File: config.mk
export PLATFORM = sky130hd
export DESIGN_NAME = recirc_oeo_buffer_flat
export DESIGN_NICKNAME = d
export VERILOG_FILES = /design/src/rtl/recirc_oeo_buffer_pkg.sv /design/src/rtl/recirc_oeo_buffer_if.sv /design/src/rtl/recirc_oeo_buffer_slot_mem.sv /design/src/rtl/recirc_oeo_buffer.sv /design/src/flat_wrapper.sv
export SDC_FILE = /design/constraint.sdc
export NUM_CORES = 1
export LEC_CHECK = 0
export ABC_AREA = 1
export BUFFER_PORTS_ARGS = -buffer_cell sky130_fd_sc_hd__buf_2
export CAP_MARGIN = 5
export CORE_ASPECT_RATIO = 0.5
export CORE_UTILIZATION = 32
export CTS_BUF_LIST = sky130_fd_sc_hd__clkbuf_8
export CTS_CLUSTER_SIZE = 14
export DETAILED_ROUTE_END_ITERATION = 10
export GPL_ROUTABILITY_DRIVEN = 0
export PLACE_DENSITY = 0.56
export SLEW_MARGIN = 20
export SYNTH_ARGS = -nofsm -noshare
export SYNTH_HDL_FRONTEND = slang
export SYNTH_SLANG_ARGS = --single-unit
File: constraint.sdc
create_clock -name clk -period 5.3 [get_ports clk]
set_input_delay 1.325 -clock clk [delete_from_list [all_inputs] [get_ports clk]]
set_output_delay 1.325 -clock clk [all_outputs]
set_load 0.005 [all_outputs]
File: src/rtl/recirc_oeo_buffer_pkg.sv
// Shared configuration for the OEO recirculation buffer: sizes, request/grant
// types and the read-side state encoding.
package recirc_oeo_buffer_pkg;

   function automatic int unsigned log2(input int unsigned value);
      int unsigned r;
      r = 0;
      while ((32'd1 << r) < value) r = r + 1;
      return r;
   endfunction

   localparam int unsigned PORTS      = 8;
   localparam int unsigned SLOT_SIZE  = 4;
   localparam int unsigned FIFO_DEPTH = 4;
   localparam int unsigned DATA_W     = 32;

   localparam int unsigned DEST_W = log2(PORTS);
   localparam int unsigned PTR_W  = log2(FIFO_DEPTH);
   localparam int unsigned WORD_W = log2(SLOT_SIZE);
   localparam int unsigned OCC_W  = PTR_W + 1;

   typedef struct packed {
      logic              valid;
      logic [DEST_W-1:0] port;
   } req_t;

   typedef struct packed {
      logic valid;
   } grant_t;

   typedef enum logic [1:0] {RB_IDLE, RB_REQ, RB_WAIT, RB_SEND} rb_state_t;

   // Slot pointers wrap explicitly so a non-power-of-two depth still works.
   function automatic logic [PTR_W-1:0] next_ptr(input logic [PTR_W-1:0] p);
      return (p == PTR_W'(FIFO_DEPTH - 1)) ? '0 : p + PTR_W'(1);
   endfunction

endpackage

File: src/rtl/recirc_oeo_buffer_if.sv
// Capture, allocator handshake and replay signals of one recirculation buffer.
// slave is the buffer's view; master is the upstream/allocator/switch side.
interface recirc_oeo_buffer_if;
   import recirc_oeo_buffer_pkg::*;

   logic              in_valid;
   logic              in_sop;
   logic [DATA_W-1:0] in_data;
   req_t              req_buf;
   grant_t            grant_buf;
   logic              out_valid;
   logic              out_sop;
   logic [DATA_W-1:0] out_data;
   logic [OCC_W-1:0]  occupancy;
   logic              drop;

   modport slave (
      input  in_valid, in_sop, in_data, grant_buf,
      output req_buf, out_valid, out_sop, out_data, occupancy, drop
   );

   modport master (
      output in_valid, in_sop, in_data, grant_buf,
      input  req_buf, out_valid, out_sop, out_data, occupancy, drop
   );
endinterface

File: src/rtl/recirc_oeo_buffer_slot_mem.sv
// Packet slot storage: FIFO_DEPTH slots of SLOT_SIZE words, one synchronous
// write port and one combinational read port. Data is not reset.
module recirc_slot_mem
   import recirc_oeo_buffer_pkg::*;
(
   input  logic              clk,
   input  logic              we,
   input  logic [PTR_W-1:0]  wslot,
   input  logic [WORD_W-1:0] wword,
   input  logic [DATA_W-1:0] wdata,
   input  logic [PTR_W-1:0]  rslot,
   input  logic [WORD_W-1:0] rword,
   output logic [DATA_W-1:0] rdata
);

   logic [DATA_W-1:0] mem [FIFO_DEPTH][SLOT_SIZE];

   always_ff @(posedge clk) begin
      if (we) mem[wslot][wword] <= wdata;
   end

   assign rdata = mem[rslot][rword];

endmodule

File: src/rtl/recirc_oeo_buffer.sv
// Per-port recirculation buffer: captures whole packets into a slot FIFO,
// requests the allocator once per packet and replays the head on grant.
module recirc_oeo_buffer
   import recirc_oeo_buffer_pkg::*;
(
   input logic               clk,
   input logic               rst,
   recirc_oeo_buffer_if.slave bus
);

   localparam logic [WORD_W-1:0] LAST_WORD = WORD_W'(SLOT_SIZE - 1);
   localparam logic [OCC_W-1:0]  FULL_OCC  = OCC_W'(FIFO_DEPTH);

   rb_state_t         state_q, state_d;
   logic [PTR_W-1:0]  wr_ptr_q, wr_ptr_d, rd_ptr_q, rd_ptr_d;
   logic [WORD_W-1:0] wr_word_q, wr_word_d, rd_word_q, rd_word_d;
   logic              cap_q, cap_d;
   logic [OCC_W-1:0]  occ_q, occ_d;
   logic              out_valid_q, out_valid_d, out_sop_q, out_sop_d;
   logic [DATA_W-1:0] out_data_q, out_data_d;

   logic              mem_we;
   logic [WORD_W-1:0] mem_wword;
   logic [DATA_W-1:0] rd_data;
   logic              commit, retire, full, drop;
   req_t              req;

   recirc_slot_mem u_mem (
      .clk   (clk),
      .we    (mem_we),
      .wslot (wr_ptr_q),
      .wword (mem_wword),
      .wdata (bus.in_data),
      .rslot (rd_ptr_q),
      .rword (rd_word_q),
      .rdata (rd_data)
   );

   assign full = (occ_q == FULL_OCC);

   // Capture side. A new sop during a capture restarts at the same slot, so the
   // partial packet is simply overwritten and never committed.
   always_comb begin
      cap_d     = cap_q;
      wr_word_d = wr_word_q;
      mem_we    = 1'b0;
      mem_wword = wr_word_q;
      commit    = 1'b0;
      drop      = 1'b0;
      if (bus.in_valid && bus.in_sop) begin
         drop = cap_q || full;
         if (cap_q || !full) begin
            mem_we    = 1'b1;
            mem_wword = '0;
            cap_d     = 1'b1;
            wr_word_d = WORD_W'(1);
         end
      end else if (bus.in_valid && cap_q) begin
         mem_we = 1'b1;
         if (wr_word_q == LAST_WORD) begin
            commit    = 1'b1;
            cap_d     = 1'b0;
            wr_word_d = '0;
         end else begin
            wr_word_d = wr_word_q + WORD_W'(1);
         end
      end
   end

   assign wr_ptr_d = commit ? next_ptr(wr_ptr_q) : wr_ptr_q;

   // Read FSM. rd_word_q stays 0 outside SEND, so rd_data holds head word 0
   // (and thus the destination) while requesting and waiting.
   always_comb begin
      state_d     = state_q;
      rd_word_d   = rd_word_q;
      rd_ptr_d    = rd_ptr_q;
      retire      = 1'b0;
      out_valid_d = 1'b0;
      out_sop_d   = 1'b0;
      out_data_d  = '0;
      req         = '0;
      case (state_q)
         RB_IDLE: begin
            if (occ_q != '0) state_d = RB_REQ;
         end
         RB_REQ: begin
            req.valid = 1'b1;
            req.port  = rd_data[DEST_W-1:0];
            state_d   = RB_WAIT;
         end
         RB_WAIT: begin
            if (bus.grant_buf.valid) begin
               out_valid_d = 1'b1;
               out_sop_d   = 1'b1;
               out_data_d  = rd_data;
               rd_word_d   = WORD_W'(1);
               state_d     = RB_SEND;
            end
         end
         RB_SEND: begin
            out_valid_d = 1'b1;
            out_data_d  = rd_data;
            if (rd_word_q == LAST_WORD) begin
               retire    = 1'b1;
               rd_word_d = '0;
               rd_ptr_d  = next_ptr(rd_ptr_q);
               state_d   = RB_IDLE;
            end else begin
               rd_word_d = rd_word_q + WORD_W'(1);
            end
         end
         default: state_d = RB_IDLE;
      endcase
   end

   assign occ_d = occ_q + OCC_W'(commit) - OCC_W'(retire);

   always_ff @(posedge clk or negedge rst) begin
      if (!rst) begin
         state_q     <= RB_IDLE;
         wr_ptr_q    <= '0;
         rd_ptr_q    <= '0;
         wr_word_q   <= '0;
         rd_word_q   <= '0;
         cap_q       <= 1'b0;
         occ_q       <= '0;
         out_valid_q <= 1'b0;
         out_sop_q   <= 1'b0;
         out_data_q  <= '0;
      end else begin
         state_q     <= state_d;
         wr_ptr_q    <= wr_ptr_d;
         rd_ptr_q    <= rd_ptr_d;
         wr_word_q   <= wr_word_d;
         rd_word_q   <= rd_word_d;
         cap_q       <= cap_d;
         occ_q       <= occ_d;
         out_valid_q <= out_valid_d;
         out_sop_q   <= out_sop_d;
         out_data_q  <= out_data_d;
      end
   end

   assign bus.req_buf   = req;
   assign bus.out_valid = out_valid_q;
   assign bus.out_sop   = out_sop_q;
   assign bus.out_data  = out_data_q;
   assign bus.occupancy = occ_q;
   assign bus.drop      = drop;

endmodule

File: src/flat_wrapper.sv
// flat-port wrapper written by rule: the top's interface ports become plain ports
module recirc_oeo_buffer_flat import recirc_oeo_buffer_pkg::*;
  (clk, rst, bus_in_valid, bus_in_sop, bus_in_data, bus_grant_buf, bus_req_buf, bus_out_valid, bus_out_sop, bus_out_data, bus_occupancy, bus_drop);
  recirc_oeo_buffer_if bus_i ();
  input logic clk;
  input logic rst;
  input wire logic [$bits(bus_i.in_valid)-1:0] bus_in_valid;
  input wire logic [$bits(bus_i.in_sop)-1:0] bus_in_sop;
  input wire logic [$bits(bus_i.in_data)-1:0] bus_in_data;
  input wire logic [$bits(bus_i.grant_buf)-1:0] bus_grant_buf;
  output wire logic [$bits(bus_i.req_buf)-1:0] bus_req_buf;
  output wire logic [$bits(bus_i.out_valid)-1:0] bus_out_valid;
  output wire logic [$bits(bus_i.out_sop)-1:0] bus_out_sop;
  output wire logic [$bits(bus_i.out_data)-1:0] bus_out_data;
  output wire logic [$bits(bus_i.occupancy)-1:0] bus_occupancy;
  output wire logic [$bits(bus_i.drop)-1:0] bus_drop;
  assign bus_i.in_valid = bus_in_valid;
  assign bus_i.in_sop = bus_in_sop;
  assign bus_i.in_data = bus_in_data;
  assign bus_i.grant_buf = bus_grant_buf;
  assign bus_req_buf = bus_i.req_buf;
  assign bus_out_valid = bus_i.out_valid;
  assign bus_out_sop = bus_i.out_sop;
  assign bus_out_data = bus_i.out_data;
  assign bus_occupancy = bus_i.occupancy;
  assign bus_drop = bus_i.drop;
  recirc_oeo_buffer u_core (.clk(clk), .rst(rst), .bus(bus_i));
endmodule
==> results.sh <==
export IMPL_p_leak_nw=11.03
export IMPL_cts_buffers=87
export IMPL_required_ns=3.97
export IMPL_final_cell_mix="nand2_1 (779), edfxtp_1 (512), nand3_1 (328)"
export IMPL_grt_max_degree=212
export IMPL_fin_nets=2291
export IMPL_maxCapViolCount=0
export IMPL_synth_area_um2=23370
export IMPL_firstDrtPassIters=5
export IMPL_status="complete, no violations"
export IMPL_min_delay_path_class="reg2reg"
export IMPL_critPathArrivalTime_ns=3.13
export IMPL_cts_hold_buf=0
export IMPL_drive_gt1_share_pct=10.31
export IMPL_power_density_nw_per_um2=479.9
export IMPL_crit_chain="inv_4 > nand3_1 > nand3_1 > nand3_1 > a21oi_1 > buf_2"
export IMPL_fin_crit_sh_pct=84.12
export IMPL_first_global_vias=14314
export IMPL_clkSlewWorstSetupHoldPaths_ns=0.07
export IMPL_tightestPinTransition_ns=1.170
export IMPL_vias_per_cell=4.587
export IMPL_reg2reg_from="u_core.rd_ptr_q[1]"
export IMPL_place_hpwl_um=31210
export IMPL_startpoint="u_core.rd_ptr_q[1]"
export IMPL_row_count=69
export IMPL_finalHoldViolations=0
export IMPL_track_usage_pct=15.36
export IMPL_cts_resized_gates=0
export IMPL_synthCells=2153
export IMPL_slew_viol_final=0
export IMPL_yosysSeqAreaShare_pct=70.92
export IMPL_rsz0062_at_grt="no"
export IMPL_post_cts_buffers=0
export IMPL_grt_ovfl_total=0
export IMPL_die_h_um=193.1
export IMPL_dieArea_um2=74190
export IMPL_synth_fp_nets=2204
export IMPL_max_vdd_ir_drop_mv=0.3980
export IMPL_syn_avg_cell_area_um2=10.86
export IMPL_cts_sinks=560
export IMPL_n_antenna_cell=0
export IMPL_drc=0
export IMPL_ant_nets=0
export IMPL_fin_tns_setup_ns=0
export IMPL_first_iter_violations=1374
export IMPL_grt_pass1_wl_um=86700
export IMPL_initial_core_util_pct=32.62
export IMPL_wire_per_inst_um=17.50
export IMPL_clockBufferDepth=3
export IMPL_yosys_warnings=0
export IMPL_cts_root_buf="clkbuf_8"
export IMPL_cts_htree_levels=3
export IMPL_die_w_um=384.2
export IMPL_worst_path_max_delay_cell="inv_4"
export IMPL_finClkSkew_ns=0.02286
export IMPL_boundaryPins=79
export IMPL_wl_um=57170
export IMPL_portBuffers=78
export IMPL_core_area_um2=71660
export IMPL_cp_start_kind="flop"
export IMPL_cpPeakStageDelay_ns=0.79
export IMPL_slew_headroom_pct=21.97
export IMPL_path_max_fanout=75
export IMPL_hold_start="u_core.cap_q"
export IMPL_total_power_mw=12.65
export IMPL_vias=14986
export IMPL_final_common_cell="nand2_1"
export IMPL_antenna_found_initial=2
export IMPL_cts_tree="done"
export IMPL_syn_to_final_growth_pct=12.79
export IMPL_endpoint_kind="primary output"
export IMPL_yosysUniqueCellTypes=25
export IMPL_crit_type="reg2out"
export IMPL_min_period_ns=4.458
export IMPL_finalSetupViolations=0
export IMPL_cpMostUsedCell="nand3_1"
export IMPL_max_freq_ghz=0.2243
export IMPL_ys_ff_latch=560
export IMPL_clk_latency_ns=0.66
registers in the layout, summed over array words and instances, names as in the netlist:
signal	count
u_core.u_mem.mem	512
u_core.bus.out_data	32
u_core.bus.occupancy	3
u_core.rd_ptr_q	2
u_core.rd_word_q	2
u_core.state_q	2
u_core.wr_ptr_q	2
u_core.wr_word_q	2
u_core.bus.out_sop	1
u_core.bus.out_valid	1
u_core.cap_q	1
final timing paths:
kind                                                 to  slack (ns)  depth (start not counted)
worst max-delay path                     bus_req_buf[1]        0.84                          6
worst min-delay path                       u_core.cap_q        0.60                          2
worst max register to register  u_core.bus.out_data[15]        2.07                          6
worst min register to register             u_core.cap_q        0.60                          2
max in group asynchronous           u_core.rd_word_q[1]        3.64                          2
min in group asynchronous       u_core.bus.out_data[26]        0.71                          1
stage by stage:
step | utilization, % | instances | setup WS, ns | cell area [um^2] | hold WS [ns]
detailed placement | 34.62 | 3109 | 1.436 | 24800 | 0.5877
global placement | 34.48 | 3105 | 1.401 | 24710 | 0.5902
finish | 36.79 | 3267 | 0.8419 | 26360 | 0.5990
CTS | 36.79 | 3267 | 0.8228 | 26360 | 0.6064
floorplan | - | 2153 | 1.479 | 23370 | 0.5417
global route | 36.79 | 3267 | 0.6280 | 26360 | 0.6492
Yosys cell counts (all sizes together):
cell	n	area [um^2]
nand2	779	2924
edfxtp	512	15370
nand3	328	1642
inv	286	1076
buf	83	498.0
dfrtp	48	1201
a21oi	39	195.2
clkbuf	25	93.84
nor2	23	86.33
ha	13	162.7
o21ai	7	35.03
o31ai	2	15.01
xnor2	2	17.52
a31oi	1	6.260
fa	1	20.02
nand3b	1	7.510
nor3	1	5.000
o211ai	1	7.510
or2	1	6.260
cells by family (layout without fill, tap and decap cells):
kind of cell / count (synthesis) / after routing / share of synthesized area [%]
XOR/XNOR: 2 / 2 / 0.07496
buffers and inverters: 394 / 550 / 7.136
AND/OR/NAND/NOR: 1133 / 1133 / 19.98
flip-flops: 560 / 560 / 70.92
adder cells (fa/ha/maj): 14 / 14 / 0.7816
AO/OA/AOI/OAI: 50 / 50 / 1.108
metal layers:
metal | vias to the layer above | wire [um] | GRT usage, %
met4 | 4 | 1021 | 4.061
met2 | 467 | 26120 | 24.58
met3 | 80 | 3582 | 3.068
met5 | - | 16 | 0
met1 | 7201 | 26430 | 21.33
li1 | 7234 | - | -
area by class of cell:
class	count	area, um^2
clock buffer	94	1294
clock inverter	64	265.3
fill	7047	45290
inverter	286	1084
multi-input combinational	1199	5258
sequential	560	16590
tap	958	1199
timing repair buffer	106	678.2
worst max-delay path, delay by kind of cell, from the launching register on:
family | cells | cell delay (ns)
buffers and inverters | 2 | 0.94
AOI/OAI and AO/OA | 1 | 0.26
DFF | 1 | 0.78
and+or+nand+nor | 3 | 0.43
where the power goes:
| part | switching, mW | internal, mW | total [mW] |
|---|---|---|---|
| Clock | 1.65 | 1.63 | 3.28 |
| Sequential | 0.296 | 5.20 | 5.50 |
| Combinational | 2.75 | 1.11 | 3.87 |
Note: power is estimated with default switching activity, not from simulation.
